<file path="src/rtl/dispatch_sched_pkg.sv">
// Shared definitions for the dispatch scheduler: reservation-station class
// encoding, RS count, rsop field width and the op-class decode rule.
package dispatch_sched_pkg;

    localparam int NUM_RS = 4;
    localparam int RSOP_W = 5;

    typedef logic [1:0] rs_class_t;

    localparam rs_class_t RS_ALU = 2'd0;
    localparam rs_class_t RS_BR  = 2'd1;
    localparam rs_class_t RS_MEM = 2'd2;
    localparam rs_class_t RS_MUL = 2'd3;

    // Memory ops win over everything, then the mul/div opcode group
    // (top two rsop bits set), then branches (JALR included), else ALU.
    function automatic rs_class_t decode_class(
        input logic       uses_mem,
        input logic [1:0] rsop_hi,
        input logic       branch
    );
        rs_class_t cls;
        if (uses_mem)
            cls = RS_MEM;
        else if (rsop_hi == 2'b11)
            cls = RS_MUL;
        else if (branch)
            cls = RS_BR;
        else
            cls = RS_ALU;
        return cls;
    endfunction

endpackage

</file>
<file path="src/rtl/dispatch_sched_credit.sv">
// Per-reservation-station credit counter. Starts full (DEPTH free entries),
// drops by one on each dispatch into the RS and rises by one on each entry
// the RS frees. Flush and reset both refill to DEPTH because the RS empties
// itself on a flush.
module rs_credit_ctr
#(
    parameter int DEPTH = 8,
    parameter int CNT_W = 4
) (
    input  logic clk,
    input  logic rst,
    input  logic flush,
    input  logic take,
    input  logic ret,
    output logic avail
);

    localparam logic [CNT_W-1:0] FULL = CNT_W'(DEPTH);

    // Refuse to elaborate when the counter cannot represent a full RS.
    generate
        if (DEPTH < 1 || DEPTH > (2 ** CNT_W) - 1) begin : g_bad_cnt_w
            $error("rs_credit_ctr: CNT_W=%0d cannot hold DEPTH=%0d", CNT_W, DEPTH);
        end
    endgenerate

    logic [CNT_W-1:0] r_cnt_p0;

    // A return while already full is a protocol error upstream; hold at FULL.
    function automatic logic [CNT_W-1:0] inc_sat(input logic [CNT_W-1:0] c);
        return (c == FULL) ? c : c + 1'b1;
    endfunction

    // Dispatch is only ever issued with credit available; floor at zero anyway.
    function automatic logic [CNT_W-1:0] dec_floor(input logic [CNT_W-1:0] c);
        return (c == '0) ? c : c - 1'b1;
    endfunction

    // Credit update: a take and a return in the same cycle cancel out.
    always_ff @(posedge clk) begin
        if (rst || flush)
            r_cnt_p0 <= FULL;
        else if (take && !ret)
            r_cnt_p0 <= dec_floor(r_cnt_p0);
        else if (ret && !take)
            r_cnt_p0 <= inc_sat(r_cnt_p0);
    end

    // Flag a credit return that would overflow a full counter.
    always_ff @(posedge clk) begin
        if (!rst && !flush && ret && !take) begin
            assert (r_cnt_p0 != FULL)
                else $warning("rs_credit_ctr: credit returned while already at DEPTH=%0d", DEPTH);
        end
    end

    assign avail = (r_cnt_p0 != '0);

endmodule

</file>
<file path="src/rtl/dispatch_sched.sv">
// Dispatch scheduler: holds one renamed micro-op and steers it to the ALU,
// BR, MEM or MUL reservation station when that station has a free entry.
// Rename is stalled while the held op is waiting on credit. A ROB flush
// drops the held op and refills every credit counter.
module dispatch_sched
    import dispatch_sched_pkg::*;
#(
    parameter int PAYLOAD_W = 64,
    parameter int ALU_DEPTH = 8,
    parameter int BR_DEPTH  = 4,
    parameter int MEM_DEPTH = 8,
    parameter int MUL_DEPTH = 2,
    parameter int CNT_W     = 4
) (
    input  logic                 clk,
    input  logic                 rst,
    input  logic                 rob_flush,
    input  logic                 in_valid,
    input  logic [RSOP_W-1:0]    in_rsop,
    input  logic                 in_uses_memory,
    input  logic                 in_branch,
    input  logic [7:0]           in_robid,
    input  logic [PAYLOAD_W-1:0] in_payload,
    output logic                 dispatch_stall,
    output logic [NUM_RS-1:0]    rs_valid,
    output logic [RSOP_W-1:0]    rs_rsop,
    output logic [7:0]           rs_robid,
    output logic [PAYLOAD_W-1:0] rs_payload,
    input  logic [NUM_RS-1:0]    rs_credit_ret
);

    localparam logic ST_IDLE = 1'b0;
    localparam logic ST_HOLD = 1'b1;

    logic                 r_state_p0;
    rs_class_t            r_cls_p0;
    logic [RSOP_W-1:0]    r_rsop_p0;
    logic [7:0]           r_robid_p0;
    logic [PAYLOAD_W-1:0] r_payload_p0;

    logic [NUM_RS-1:0]    w_avail;
    logic [NUM_RS-1:0]    w_take;
    logic                 w_held;
    logic                 w_can_fire;
    logic                 w_fire;
    logic                 w_accept;
    rs_class_t            w_in_cls;

    // Fire/stall/accept decisions; everything reaching rs_valid comes from
    // registered state, with flush and reset only able to suppress a dispatch.
    always_comb begin
        w_held         = (r_state_p0 == ST_HOLD);
        w_can_fire     = w_held & w_avail[r_cls_p0];
        w_fire         = w_can_fire & ~rob_flush & ~rst;
        dispatch_stall = w_held & ~w_can_fire;
        w_accept       = in_valid & ~dispatch_stall & ~rob_flush;
        w_in_cls       = decode_class(in_uses_memory, in_rsop[RSOP_W-1 -: 2], in_branch);
        w_take         = '0;
        if (w_fire)
            w_take[r_cls_p0] = 1'b1;
        rs_valid       = w_take;
    end

    // IDLE/HOLD control: flush empties the slot, accept fills it (even when
    // the current occupant leaves this cycle), a lone dispatch empties it.
    always_ff @(posedge clk) begin
        if (rst)
            r_state_p0 <= ST_IDLE;
        else if (rob_flush)
            r_state_p0 <= ST_IDLE;
        else if (w_accept)
            r_state_p0 <= ST_HOLD;
        else if (w_fire)
            r_state_p0 <= ST_IDLE;
    end

    // Held op contents; only meaningful while the slot is occupied.
    always_ff @(posedge clk) begin
        if (w_accept) begin
            r_cls_p0     <= w_in_cls;
            r_rsop_p0    <= in_rsop;
            r_robid_p0   <= in_robid;
            r_payload_p0 <= in_payload;
        end
    end

    assign rs_rsop    = r_rsop_p0;
    assign rs_robid   = r_robid_p0;
    assign rs_payload = r_payload_p0;

    rs_credit_ctr #(.DEPTH(ALU_DEPTH), .CNT_W(CNT_W)) u_cred_alu (
        .clk   (clk),
        .rst   (rst),
        .flush (rob_flush),
        .take  (w_take[RS_ALU]),
        .ret   (rs_credit_ret[RS_ALU]),
        .avail (w_avail[RS_ALU])
    );

    rs_credit_ctr #(.DEPTH(BR_DEPTH), .CNT_W(CNT_W)) u_cred_br (
        .clk   (clk),
        .rst   (rst),
        .flush (rob_flush),
        .take  (w_take[RS_BR]),
        .ret   (rs_credit_ret[RS_BR]),
        .avail (w_avail[RS_BR])
    );

    rs_credit_ctr #(.DEPTH(MEM_DEPTH), .CNT_W(CNT_W)) u_cred_mem (
        .clk   (clk),
        .rst   (rst),
        .flush (rob_flush),
        .take  (w_take[RS_MEM]),
        .ret   (rs_credit_ret[RS_MEM]),
        .avail (w_avail[RS_MEM])
    );

    rs_credit_ctr #(.DEPTH(MUL_DEPTH), .CNT_W(CNT_W)) u_cred_mul (
        .clk   (clk),
        .rst   (rst),
        .flush (rob_flush),
        .take  (w_take[RS_MUL]),
        .ret   (rs_credit_ret[RS_MUL]),
        .avail (w_avail[RS_MUL])
    );

endmodule

</file>
<file path="config.mk">
export PLATFORM = sky130hd
export DESIGN_NAME = dispatch_sched
export DESIGN_NICKNAME = d
export VERILOG_FILES = /design/src/rtl/dispatch_sched_pkg.sv /design/src/rtl/dispatch_sched_credit.sv /design/src/rtl/dispatch_sched.sv
export SDC_FILE = /design/constraint.sdc
export NUM_CORES = 1
export LEC_CHECK = 0
export CAP_MARGIN = 25
export CORE_UTILIZATION = 45
export DETAILED_ROUTE_END_ITERATION = 8
export GPL_TIMING_DRIVEN = 1
export HOLD_SLACK_MARGIN = 0.12
export PLACE_DENSITY = 0.87
export REMOVE_ABC_BUFFERS = 1
export SLEW_MARGIN = 20
export SYNTH_ARGS = -nofsm -noshare
export SYNTH_HDL_FRONTEND = slang
export SYNTH_SLANG_ARGS = --single-unit
</file>
<file path="constraint.sdc">
create_clock -name clk -period 20.3 [get_ports clk]
set_input_delay 2.03 -clock clk [delete_from_list [all_inputs] [get_ports clk]]
set_output_delay 2.03 -clock clk [all_outputs]
set_load 0.02 [all_outputs]
</file>
# == Word level (Yosys, flattened, before mapping) ==
# Cells that the tools add are included.
# op_classes
addsub,8
mul,0
div_mod_pow,0
n_lt_le_gt_ge,2
n_eq_ne,13
shifts,0
muxes,25
bitwise,10
n_reduce_logical,37
# op_table
op,count
two-way mux 4 bit,17
"adder 4 x 1 -> 4 bit, second input constant",4
logical NOT 4 bit,4
nonzero test 4 bit,4
"subtractor 4 x 1 -> 4 bit, second input constant",4
AND reduction 3 bit,4
nonzero test 2 bit,5
logical AND 1 bit,9
"equality test 4 bit, second input constant",2
logical NOT 1 bit,8
"!= test 2 x 1 -> 1 bit, second input constant",4
"!= test 2 bit, second input constant",4
AND 1 bit,6
two-way mux 1 bit,6
"equality test 4 x 2 -> 1 bit, second input constant",1
"equality test 4 x 3 -> 1 bit, second input constant",1
NOT 1 bit,4
OR reduction 2 bit,2
"less-than comparator 2 x 3 -> 1 bit, second input constant",1
binary-select mux 1 bit (select 2 bit),1
demux 1 bit (select 2 bit),1
"equality test 2 bit, second input constant",1
"greater-or-equal comparator 2 x 1 -> 1 bit, second input constant",1
logical OR 1 bit,1
# totals
register_bits,96
latch_bits,0
mem_bits_rw,0
mem_bits_ro,0
input_bits,87
wordCells,105
memories,0

# == Depth between registers and ports, before layout ==
# logic_depth
ltp_word,11
depth_mapped,10
ltp_nobuf,9

# == Modules after synthesis ==
# Synthesis repeated with hierarchy kept, for this count alone.
# hier_totals
cells_unflattened,240
area_unflattened_um2,3794.9
# modules_own_cells
module,instances,cells_per_inst,area_per_inst_um2,seq_area_each_um2
dispatch_sched,1,96,2501.1,2392.3
rs_credit_ctr at u_cred_alu ...,2,37,335.3,80.1
rs_credit_ctr at u_cred_br,1,36,311.5,80.1
rs_credit_ctr at u_cred_mul,1,34,311.5,80.1

# == Worst setup path before layout ==
# OpenSTA, ideal clock, no wires.
# synth_path
path_kind,input to register
from,in rob_flush
to,reg r_cls_p0[0] (enable)
t_arrival_ps,7874
setup_slack_ps,11797
path_stages,2
cell_sequence,buf_6 > nor3b_1
# synth_between
elab_chain_cells,2
# synth_lines
element,line,source
"start, declared",dispatch_sched.sv:17,"input logic rob_flush,"
NOT 1 bit,dispatch_sched.sv:56,w_accept = in_valid & ~dispatch_stall & ~rob_flush;
AND 1 bit,dispatch_sched.sv:56,
named net w_accept,dispatch_sched.sv:46,logic w_accept;
"end signal, assigned",dispatch_sched.sv:80,r_cls_p0 <= w_in_cls;
"end, declared",dispatch_sched.sv:36,rs_class_t r_cls_p0;
# The timed path passes the listed nets, and every way through them passes these cells.
# A chain may end at the register's enable or synchronous reset.

# == Worst setup path in the final report ==
# layout_path
from,in rob_flush
to,out rs_valid[3]
# layout_between
elab_chain_cells,4
# layout_lines
element,line,source
NOT 1 bit,dispatch_sched.sv:54,w_fire = w_can_fire & ~rob_flush & ~rst;
AND 1 bit (2 in a row),dispatch_sched.sv:54,
two-way mux 4 bit,dispatch_sched.sv:59,if (w_fire)
"end, declared",dispatch_sched.sv:25,"output logic [NUM_RS-1:0] rs_valid,"
# No other way between the ends.

==> flow_metrics.py <==
metrics = {
    "status": {
        "status": "completed",
    },
    "floorplan": {
        "die_h_um": 93.7,
        "design.core.area_um2": 8180,
        "die_area_um2": 8780,
        "start_util_pct": 46.3,
        "rows": 33,
        "ios": 169,
        "die_w_um": 93.7,
    },
    "clock_tree": {
        "postCtsSetupBuffers": 0,
        "cts-htree-levels": 3,
        "numCtsBuffers": 9,
        "cts_sinks": 96,
        "clk_latency_ns": 0.35,
        "cts_tree": "yes",
        "cts.reportedPaths.clkPinSlew_ns": 0.09,
        "cts_resized": 0,
        "root_buffer": "clkbuf_8",
        "clock_path_buffers": 2,
        "holdBufCountCts": 0,
    },
    "yosys": {
        "synth-simple-area-share_pct": 12.0,
        "synth_flop_cell": "edfxtp_1",
        "postSynthCellCount": 250,
        "yosys_warnings": 0,
        "synth_compound_area_share_pct": 7.40,
        "muxShareOfSynthArea_pct": 3.17,
        "post_synth_fa_ha_maj_area_fraction_pct": 1.32,
        "ys_types": 54,
        "synth_top_family_by_area": "simple AND/OR/NAND/NOR gates",
        "syn_avg_cell_area_um2": 15.1,
        "ys_seq_area_share_pct": 71.7,
        "synthesis.area_um2": 3780,
        "synthArstFlopShare_pct": 0,
        "yosys_register_bits": 96,
        "synth_xor_area_share_pct": 1.16,
        "synth-edff-count": 79,
    },
    "setup_path": {
        "arrival_ns": 4.47,
        "crit_type": "in -> out",
        "crit_fanout": 13,
        "end_kind": "output pin",
        "critical_path_required_ns": 18.27,
        "r2r_start": "r_cls_p0[0]$_SDFFCE_PP0P_",
        "r2r_slack_ns": 17.41,
        "r2r-end": "rs_payload[19]$_DFFE_PP_",
        "reg2reg_depth": 5,
        "startpoint_type": "primary input",
    },
    "layout": {
        "area_delta_synth_final_pct": 50.9,
        "multi_input_area_um2": 955,
        "fillers": 572,
        "diodes": 0,
        "finalNetCount": 505,
        "drive_gt1_share_pct": 6.68,
        "finalInstanceArea_um2": 5710,
        "seq_area_um2": 2710,
    },
    "power": {
        "p_clk_share_pct": 31.4,
        "p_leak_nw": 2.05,
        "switching_power_mw": 0.0884,
        "intPower_mw": 0.305,
        "irDropWorstVdd_mv": 0.0636,
        "switching_share_pct": 22.5,
        "p_comb_share_pct": 11.8,
        "seq_power_share_pct": 56.9,
        "power_density_nw_per_um2": 68.9,
    },
    "grt": {
        "grt_pass1_vias": 2628,
        "grt_pass1_wl_mm": 13.9,
        "grt_usage_pct": 21.9,
        "grt_overflow": 0,
        "antenna_found_initial": 0,
        "grt_max_degree": 80,
    },
    "place": {
        "place_area_um2": 5520,
        "routabilityCongestion": 0.872,
        "port_buffers": 168,
        "dp_hpwl_mm": 7.28,
    },
    "timing": {
        "fmax_mhz": 154,
        "slew_violations": 0,
        "fin_crit_sh_pct": 32.0,
        "fin_skew_ns": 0.0149,
        "rsz0062_at_grt": "no",
        "finalHoldViolations": 0,
        "totalNegativeSetupSlack_ns": 0,
        "max_slew_margin_pct": 34.0,
        "finalCriticalPeriod_ns": 6.50,
        "tightest_slew_ns": 0.991,
        "finalSetupViolations": 0,
    },
    "drt": {
        "wl_per_cell_um": 17.9,
        "ant_nets": 0,
        "num_vias": 2723,
        "drc_errors": 0,
        "first_pass_iters": 4,
        "drtIter0Drc": 143,
        "post_drt_via_cell_ratio": 5.20,
        "drt_wl_total_mm": 9.37,
    },
    "worst_hold_path": {
        "hold_start": "u_cred_mul.r_cnt_p0[3]$_SDFFE_PP0P_",
        "min_path_type": "reg -> reg",
        "min_path_cells": 2,
        "holdPathEnd": "u_cred_mul.r_cnt_p0[3]$_SDFFE_PP0P_",
    },
    "run": {
        "max_cap_viol_count": 0,
    },
}
power groups by stage:
| stage | Clock (mW) | Sequential (mW) | Combinational (mW) |
|---|---|---|---|
| 2_1_floorplan | 0 | 0.237 | 0.00569 |
| 3_3_place_gp | 0 | 0.228 | 0.0453 |
| 3_5_place_dp | 0 | 0.228 | 0.0464 |
| 4_1_cts | 0.125 | 0.224 | 0.0465 |
| 5_1_grt | 0.135 | 0.225 | 0.0485 |
| 6_report | 0.123 | 0.224 | 0.0462 |
flip-flops by register name (all words and copies together) (netlist names):
name / flops
rs_payload: 64
rs_robid: 8
rs_rsop: 5
u_cred_alu.r_cnt_p0: 4
u_cred_br.r_cnt_p0: 4
u_cred_mem.r_cnt_p0: 4
u_cred_mul.r_cnt_p0: 4
r_cls_p0: 2
r_state_p0: 1
per-stage QoR:
| step | total power, mW | setup WS (ns) | hold WS (ns) | utilization [%] | cells |
|---|---|---|---|---|---|
| 2_1_floorplan | 0.243 | 11.86 | 0.438 | - | 234 |
| 3_3_place_gp | 0.273 | 13.91 | 0.454 | 67.5 | 508 |
| 3_5_place_dp | 0.275 | 13.82 | 0.461 | 67.5 | 508 |
| 4_1_cts | 0.396 | 13.81 | 0.473 | 69.9 | 524 |
| 5_1_grt | 0.408 | 13.61 | 0.525 | 69.9 | 524 |
| 6_report | 0.393 | 13.80 | 0.473 | 69.9 | 524 |
cell usage after synthesis (all sizes together), types with 3 or more instances:
| cell type | instances | area (µm²) |
|---|---|---|
| a21oi | 8 | 40.0 |
| a311oi | 3 | 32.5 |
| buf | 9 | 66.3 |
| clkbuf | 7 | 26.3 |
| dfxtp | 17 | 340 |
| edfxtp | 79 | 2370 |
| ha | 4 | 50.1 |
| inv | 8 | 30.0 |
| mux2i | 12 | 120 |
| nand2 | 12 | 45.0 |
| nand3 | 3 | 15.0 |
| nand4 | 4 | 25.0 |
| nor2 | 12 | 45.0 |
| nor3 | 8 | 40.0 |
| nor4 | 6 | 52.6 |
| nor4b | 4 | 56.3 |
| o211ai | 4 | 30.0 |
| o21a | 3 | 22.5 |
| o21ai | 4 | 20.0 |
| o31ai | 3 | 22.5 |
| or3 | 11 | 70.1 |
| xor2 | 4 | 35.0 |
critical path, cell delays in order:
cell and delay (ns):
clkdlybuf4s50_1 0.62, nor2_1 0.80, o311ai_4 0.31, inv_1 0.10, clkdlybuf4s50_1 0.60
cells by family (layout without fill, tap and decap cells):
group	Yosys count	count (layout)
fa+ha+maj	4	4
compound gates	36	36
mux	12	12
buf+inv	24	193
flops	96	96
xor+xnor	5	5
simple gates	73	73
cell usage in the layout (no fill, tap or decap), types with 2 or more instances in the layout:
cell type and count:
xor2_1 4, dfxtp_1 17, o21ai_0 2, and3_1 2
a31oi_1 2, o31ai_1 3, a21oi_1 8, nand4_1 4
nand2_1 12, mux2i_1 12, o21a_1 3, o21ai_1 2
a311oi_1 2, inv_6 2, nor4_1 5, inv_1 8
clkbuf_8 9, o211ai_1 4, nor3_1 8, nor2_1 12
clkdlybuf4s50_1 168, nand3_1 3, nor4b_1 2, or3_1 10
edfxtp_1 79, ha_1 4
routing by layer:
layer	part of all wire, %	up-vias	global-route usage, %
li1	-	1296	-
met1	37	1284	23.6
met2	51	116	38.0
met3	6.7	27	6.31
met4	4.7	0	13.2
met5	0	-	0
final cells by class:
class                      count  share of cell area [%]
inverter                       8                   0.526
clock inverter                 6                    1.18
sequential                    96                    47.5
multi-input combinational    130                    16.7
timing repair buffer         169                    29.6
clock buffer                  10                    2.23
tap                          105                    2.30
how the worst max path moves through the flow:
stage / startpoint / endpoint / slack (ns) / cells after the start
floorplan: rob_flush / r_cls_p0[0]$_SDFFCE_PP0P_ / 11.86 / 1
global placement: rob_flush / rs_valid[3] / 13.91 / 5
detailed placement: rob_flush / rs_valid[3] / 13.82 / 5
CTS: rob_flush / rs_valid[3] / 13.81 / 5
global route: rob_flush / rs_valid[3] / 13.61 / 5
finish: rob_flush / rs_valid[3] / 13.80 / 5
No activity file was read; power rests on OpenSTA's default activity.
